===== src/rtl/mem_arbiter.sv =====
// Two-requester round-robin arbiter for a single memory port (IDLE/ISSUE/WAIT).
// Optional WAIT-state timeout abort enabled by defining MEM_ARB_TIMEOUT_EN.
module mem_arbiter #(
   parameter int ADDR_WIDTH     = 4,
   parameter int DATA_WIDTH     = 32,
   parameter int TIMEOUT_CYCLES = 15
) (
   input  logic                    clk,
   input  logic                    reset,
   input  logic [1:0]              req,
   input  logic [1:0]              req_wr,
   input  logic [2*ADDR_WIDTH-1:0] req_addr,
   input  logic [2*DATA_WIDTH-1:0] req_wdata,
   output logic [1:0]              ack,
   output logic [1:0]              err,
   output logic [DATA_WIDTH-1:0]   rsp_rdata,
   output logic                    mem_wr,
   output logic                    mem_rd,
   output logic [ADDR_WIDTH-1:0]   mem_addr,
   output logic [DATA_WIDTH-1:0]   mem_wdata,
   input  logic [DATA_WIDTH-1:0]   mem_rdata,
   input  logic                    slv_rsp
);

   typedef enum logic [1:0] {IDLE, ISSUE, WAIT} state_t;

   state_t                  state;
   logic                    gnt;
   logic                    pri;
   logic                    cmd_wr;
   logic                    sel;
   logic                    sel_wr;
   logic [ADDR_WIDTH-1:0]   sel_addr;
   logic [DATA_WIDTH-1:0]   sel_wdata;

   // With both requests pending, pri names the requester not granted last.
   always_comb begin
      sel       = (req == 2'b11) ? pri : req[1];
      sel_wr    = sel ? req_wr[1] : req_wr[0];
      sel_addr  = sel ? req_addr[2*ADDR_WIDTH-1:ADDR_WIDTH] : req_addr[ADDR_WIDTH-1:0];
      sel_wdata = sel ? req_wdata[2*DATA_WIDTH-1:DATA_WIDTH] : req_wdata[DATA_WIDTH-1:0];
   end

`ifdef MEM_ARB_TIMEOUT_EN
   localparam int CW = (TIMEOUT_CYCLES > 1) ? $clog2(TIMEOUT_CYCLES) : 1;
   logic [CW-1:0] cnt;

   always_ff @(posedge clk or negedge reset) begin
      if (!reset) begin
         state     <= IDLE;
         gnt       <= 1'b0;
         pri       <= 1'b0;
         cmd_wr    <= 1'b0;
         cnt       <= '0;
         ack       <= '0;
         err       <= '0;
         mem_wr    <= 1'b0;
         mem_rd    <= 1'b0;
         mem_addr  <= '0;
         mem_wdata <= '0;
         rsp_rdata <= '0;
      end else begin
         ack    <= '0;
         err    <= '0;
         mem_wr <= 1'b0;
         mem_rd <= 1'b0;
         case (state)
            IDLE: begin
               // No arbitration during the ack cycle: the finished requester still holds req.
               if (ack == 2'b00 && req != 2'b00) begin
                  gnt       <= sel;
                  pri       <= ~sel;
                  cmd_wr    <= sel_wr;
                  mem_addr  <= sel_addr;
                  mem_wdata <= sel_wdata;
                  mem_wr    <= sel_wr;
                  mem_rd    <= ~sel_wr;
                  state     <= ISSUE;
               end
            end
            ISSUE: begin
               cnt   <= '0;
               state <= WAIT;
            end
            WAIT: begin
               if (slv_rsp) begin
                  ack       <= gnt ? 2'b10 : 2'b01;
                  rsp_rdata <= cmd_wr ? '0 : mem_rdata;
                  state     <= IDLE;
               end else if (cnt == CW'(TIMEOUT_CYCLES - 1)) begin
                  ack       <= gnt ? 2'b10 : 2'b01;
                  err       <= gnt ? 2'b10 : 2'b01;
                  rsp_rdata <= '0;
                  state     <= IDLE;
               end else begin
                  cnt <= cnt + 1'b1;
               end
            end
            default: state <= IDLE;
         endcase
      end
   end
`else
   assign err = '0;

   always_ff @(posedge clk or negedge reset) begin
      if (!reset) begin
         state     <= IDLE;
         gnt       <= 1'b0;
         pri       <= 1'b0;
         cmd_wr    <= 1'b0;
         ack       <= '0;
         mem_wr    <= 1'b0;
         mem_rd    <= 1'b0;
         mem_addr  <= '0;
         mem_wdata <= '0;
         rsp_rdata <= '0;
      end else begin
         ack    <= '0;
         mem_wr <= 1'b0;
         mem_rd <= 1'b0;
         case (state)
            IDLE: begin
               // No arbitration during the ack cycle: the finished requester still holds req.
               if (ack == 2'b00 && req != 2'b00) begin
                  gnt       <= sel;
                  pri       <= ~sel;
                  cmd_wr    <= sel_wr;
                  mem_addr  <= sel_addr;
                  mem_wdata <= sel_wdata;
                  mem_wr    <= sel_wr;
                  mem_rd    <= ~sel_wr;
                  state     <= ISSUE;
               end
            end
            ISSUE: state <= WAIT;
            WAIT: begin
               if (slv_rsp) begin
                  ack       <= gnt ? 2'b10 : 2'b01;
                  rsp_rdata <= cmd_wr ? '0 : mem_rdata;
                  state     <= IDLE;
               end
            end
            default: state <= IDLE;
         endcase
      end
   end
`endif

endmodule


===== config.mk =====
export PLATFORM = sky130hd
export DESIGN_NAME = mem_arbiter
export DESIGN_NICKNAME = d
export VERILOG_FILES = /design/src/rtl/mem_arbiter.sv
export SDC_FILE = /design/constraint.sdc
export NUM_CORES = 1
export LEC_CHECK = 0
export CORE_AREA = 3 3 97 99
export DETAILED_ROUTE_END_ITERATION = 6
export DIE_AREA = 0 0 100 102
export GPL_TIMING_DRIVEN = 0
export HOLD_SLACK_MARGIN = 0.15
export PLACE_DENSITY = 0.8
export SYNTH_ARGS = -nofsm -noshare
export SYNTH_HDL_FRONTEND = slang
export SYNTH_SLANG_ARGS = --single-unit

===== constraint.sdc =====
create_clock -name clk -period 1.65 [get_ports clk]
set_input_delay 0.4125 -clock clk [delete_from_list [all_inputs] [get_ports clk]]
set_output_delay 0.4125 -clock clk [all_outputs]
set_load 0.01 [all_outputs]

# [Yosys cells after proc, flatten, opt, wreduce, memory -nomap -nowiden]
# Cells that the tools add are included.
[classes] magnitude_cmp=0 eq_ne=5 bitwise_logic=2 div_mod_pow=0 mul=0 n_shift=0 n_mux=15 reduce_logical=7 add_sub_neg=0
[op_table] operator="2-to-1 mux 32 bit" n=2
[op_table] operator="2-to-1 mux 2 bit" n=5
[op_table] operator="2-to-1 mux 1 bit" n=6
[op_table] operator="case mux 2 bit (3 select lines)" n=1
[op_table] operator="AND reduction 2 bit" n=3
[op_table] operator="equality test 2 bit, second input constant" n=2
[op_table] operator="zero test 2 bit" n=2
[op_table] operator="2-to-1 mux 4 bit" n=1
[op_table] operator="!= test 2 bit, second input constant" n=2
[op_table] operator="equality test 2 x 1 -> 1 bit, second input constant" n=1
[op_table] operator="inverter 1 bit" n=2
[op_table] operator="nonzero test 2 bit" n=1
[op_table] operator="logical AND 1 bit" n=1
[word_totals] memories=0 input_bits=111 rom_bits=0 latchBits=0 register_bits=77 mem_bits_rw=0 out_inout_bits=74

# [Logic depth before layout (Yosys ltp)]
[depth] ltp_word=6 mapped_depth=5

# [Worst setup path after synthesis]
# No wires, ideal clock.
[synth_timing] kind="reg-to-reg" from="reg state[1]" to="reg mem_addr[0]" path_buffers=2 path_stages_with_launch=5 required_time_ps=1522 arrival_ps=1201 setup_slack_ps=321 setup_ps=128 cell_sequence="dfrtp_1 nor4_4 buf_2 buf_2 a2bb2oi_1"
[synth_between] elab_chain_cells=2
[synth_rtl] item="from (decl)" line_no="27" rtl="state_t state;"
[synth_rtl] item="from (signal assigned)" line_no="108" rtl="state <= IDLE;"
[synth_rtl] item="from (signal assigned)" line_no="133" rtl="state <= ISSUE;"
[synth_rtl] item="from (signal assigned)" line_no="136" rtl="ISSUE: state <= WAIT;"
[synth_rtl] item="zero test 2 bit" line_no="122" rtl="case (state)"
[synth_rtl] item="AND reduction 2 bit (no line)"
[synth_rtl] item="to (signal assigned)" line_no="129" rtl="mem_addr <= sel_addr;"
[synth_rtl] item="to (decl)" line_no="19" rtl="output logic [ADDR_WIDTH-1:0] mem_addr,"
# Every way passes these cells.
# A chain may end at the register's enable or synchronous reset.

# [Worst setup path in the final report]
[layout_timing] from="reg mem_wr" to="out mem_wr"
[layout_lines] item="from (decl)" line_no="17" rtl="output logic mem_wr,"
[layout_lines] item="from (signal assigned)" line_no="131" rtl="mem_wr <= sel_wr;"
# No word-level cell between the ends.

==> reports/results.ini <==
[status]
status = finished, final reports clean

[cts]
cts_tree = built
root_buffer = clkbuf_8
htree_levels = 3
cts_buffer_depth = 2
clock_latency_ns = 0.34
clk_pin_slew_ns = 0.08
cts.sinks = 77
cts-buffers-inserted = 9

[global_route]
grt_util_all_layers = 0.206
antenna_found_initial = 0
grt_max_degree = 74
first_global_vias = 3309
grt_pass1_wl_um = 16600
overflow = 0

[layout]
nNetsFinal = 608
drive_above_1_share = 0.106
multi_input_comb_area_mm2 = 0.00135
area_delta_synth_final_pct = 68.8
antenna_cells = 0
seq_area_mm2 = 0.00193
post-route-util = 0.655
num-fill-cells = 712

[setup_path]
r2r_setup_slack_ns = 0.15
critPathSlowestCell = clkdlybuf4s50_1
worstPathCellList = clkdlybuf4s50_1
cp.arrival_ns = 1.19
cp_data_required_time_ns = 1.24
worstSetupEndpointType = primary output
path_class = reg -> out
critPathLaunchType = flip-flop
critPathTopFamily = buffers and inverters
worstPathBufferInverterCount = 1
critPathMaxStageDelay_ns = 0.54
crit_fanout = 1

[die]
die_w_um = 100
coreArea_mm2 = 0.00864
die_h_um = 102
initial_core_util = 0.388
io_pins = 185
num_rows = 34
die_area_mm2 = 0.0102

[detailed_routing]
wire_per_inst_um = 17.2
vias = 3196
ant_nets = 0
dr.pass1.iters = 4
drc = 0
vias_per_cell = 5.24
routed_wl_um = 10500
drt_iter0_markers = 92

[hold_path]
min_path_type = in -> async

[place]
detailed_place_hpwl_um = 7890
io_buffer_count = 182
place.gp.congestion = 0.791

[logic_synthesis]
synth_area_mm2 = 0.00335
yosysSeqAreaShare = 0.575
yosysUniqueCellTypes = 20
ys_warn_count = 0
synth_seq_cells = 77
syn_inst = 300
syn_area_per_cell_um2 = 11.2

[sta]
holdWs_ns = 0.420
drv_slew = 0
post-route-period-util = 0.974
tns_ns = 0
period_needed_ns = 1.61
finalSetupViolations = 0
fin_worst_skew_ns = 0.00838
worst_pin_slew_ns = 0.507
slew_headroom = 0.662
fmax_mhz = 622
finalHoldViolCount = 0
rsz0062_at_grt = no

[pwr]
vdd_drop_max_mv = 0.830
p_total_uw = 9330
powerDensity_mw_per_mm2 = 1650
p_leak_uw = 0.00246

[flow_run]
maxCapViolations = 0

[metal layers]
layer  global-route usage  wire (um)
met1                0.247       4340
met2                0.353       5100
met3               0.0710        954
met4               0.0611         80
met5                    0          0
[area by class of cell]
type                            count  share of cell area
Sequential cell                    77               0.341
Timing Repair Buffer              185               0.316
Multi-Input combinational cell    189               0.239
Buffer                             32              0.0359
Tap cell                          108              0.0239
Clock buffer                       11              0.0232
Clock inverter                      5              0.0190
Inverter                            3             0.00199
[final timing paths]
kind	start	endpoint	cells past startpoint
min in group clk	gnt$_DFFE_PN0P_	ack[0]$_DFF_PN0_	1
min reg2reg	gnt$_DFFE_PN0P_	ack[0]$_DFF_PN0_	1
max in group asynchronous	reset	mem_wdata[8]$_DFFE_PN0P_	3
min	reset	rsp_rdata[0]$_DFFE_PN0P_	2
max	mem_wr$_DFF_PN0_	mem_wr	1
max reg2reg	ack[0]$_DFF_PN0_	mem_wdata[23]$_DFFE_PN0P_	4
[sequential cells by signal, indices dropped and copies added, names as in the netlist]
register / count
mem_wdata: 32
rsp_rdata: 32
mem_addr: 4
ack: 2
state: 2
cmd_wr: 1
gnt: 1
mem_rd: 1
mem_wr: 1
pri: 1
[cell usage after synthesis (all sizes together)]
| master | instances | area (um^2) |
|---|---|---|
| nand3b | 2 | 15.0 |
| buf | 16 | 97.6 |
| o21ai | 35 | 175 |
| nor2b | 1 | 6.26 |
| nor2 | 2 | 7.51 |
| conb | 1 | 3.75 |
| a21boi | 1 | 7.51 |
| o32ai | 37 | 324 |
| and2 | 1 | 6.26 |
| nand2b | 33 | 206 |
| nor4 | 1 | 21.3 |
| o21a | 2 | 15.0 |
| nand2 | 32 | 120 |
| clkbuf | 16 | 60.1 |
| nand3 | 2 | 10.0 |
| a21bo | 1 | 10.0 |
| a2bb2oi | 37 | 324 |
| dfrtp | 77 | 1930 |
| inv | 3 | 11.3 |
[power breakdown]
part | internal (uW) | switching (uW)
sequential | 2770 | 489
combinational | 2250 | 2110
clock | 1010 | 691
total | 6030 | 3290
[per-stage QoR]
stage	setup WS, ns	std cells	instance area, um^2
final	0.0430	610	5650
after global routing	0.00240	610	5650
after CTS	0.0000837	609	5550
after detailed placement	-0.533	592	5330
after global placement	-2.47	591	5310
after floorplan	0.321	301	3350
[cells by family after synthesis]
| kind of cell | after synthesis | synth area share |
|---|---|---|
| AO/OA/AOI/OAI | 113 | 0.256 |
| buffers and inverters | 35 | 0.0504 |
| flip-flops | 77 | 0.575 |
| other | 1 | 0.00112 |
| AND/OR/NAND/NOR | 74 | 0.117 |
[what timing repair did]
item / in CTS / in global routing
endpoints found under the setup margin: 91 / 39
hold buffers: 1 / 0
gates cloned: 0 / 0
endpoints found under the hold margin: 72 / 0
buffers inserted: 0 / 1
pin swaps: 0 / 1
resized for setup: 83 / 26
[cell usage in the layout (no fill, tap or decap), types with 2 or more instances in the layout]
cell type | Yosys | routed
clkdlybuf4s50_1 | 0 | 108
dfrtp_1 | 77 | 77
dlygate4sd2_1 | 0 | 70
a2bb2oi_1 | 37 | 37
o21ai_0 | 35 | 35
nand2b_1 | 33 | 33
nand2_1 | 32 | 32
o32ai_1 | 37 | 25
clkbuf_1 | 16 | 13
o32ai_2 | 0 | 12
clkbuf_8 | 0 | 10
buf_4 | 7 | 8
buf_2 | 9 | 5
buf_6 | 0 | 4
clkbuf_4 | 0 | 3
inv_1 | 3 | 3
bufinv_16 | 0 | 3
dlymetal6s2s_1 | 0 | 3
nand3b_1 | 2 | 2
clkbuf_2 | 0 | 2
nor2_1 | 2 | 2
nand3_1 | 2 | 2
conb_1 | 1 | 2
Power figures use the tool's default switching activity.
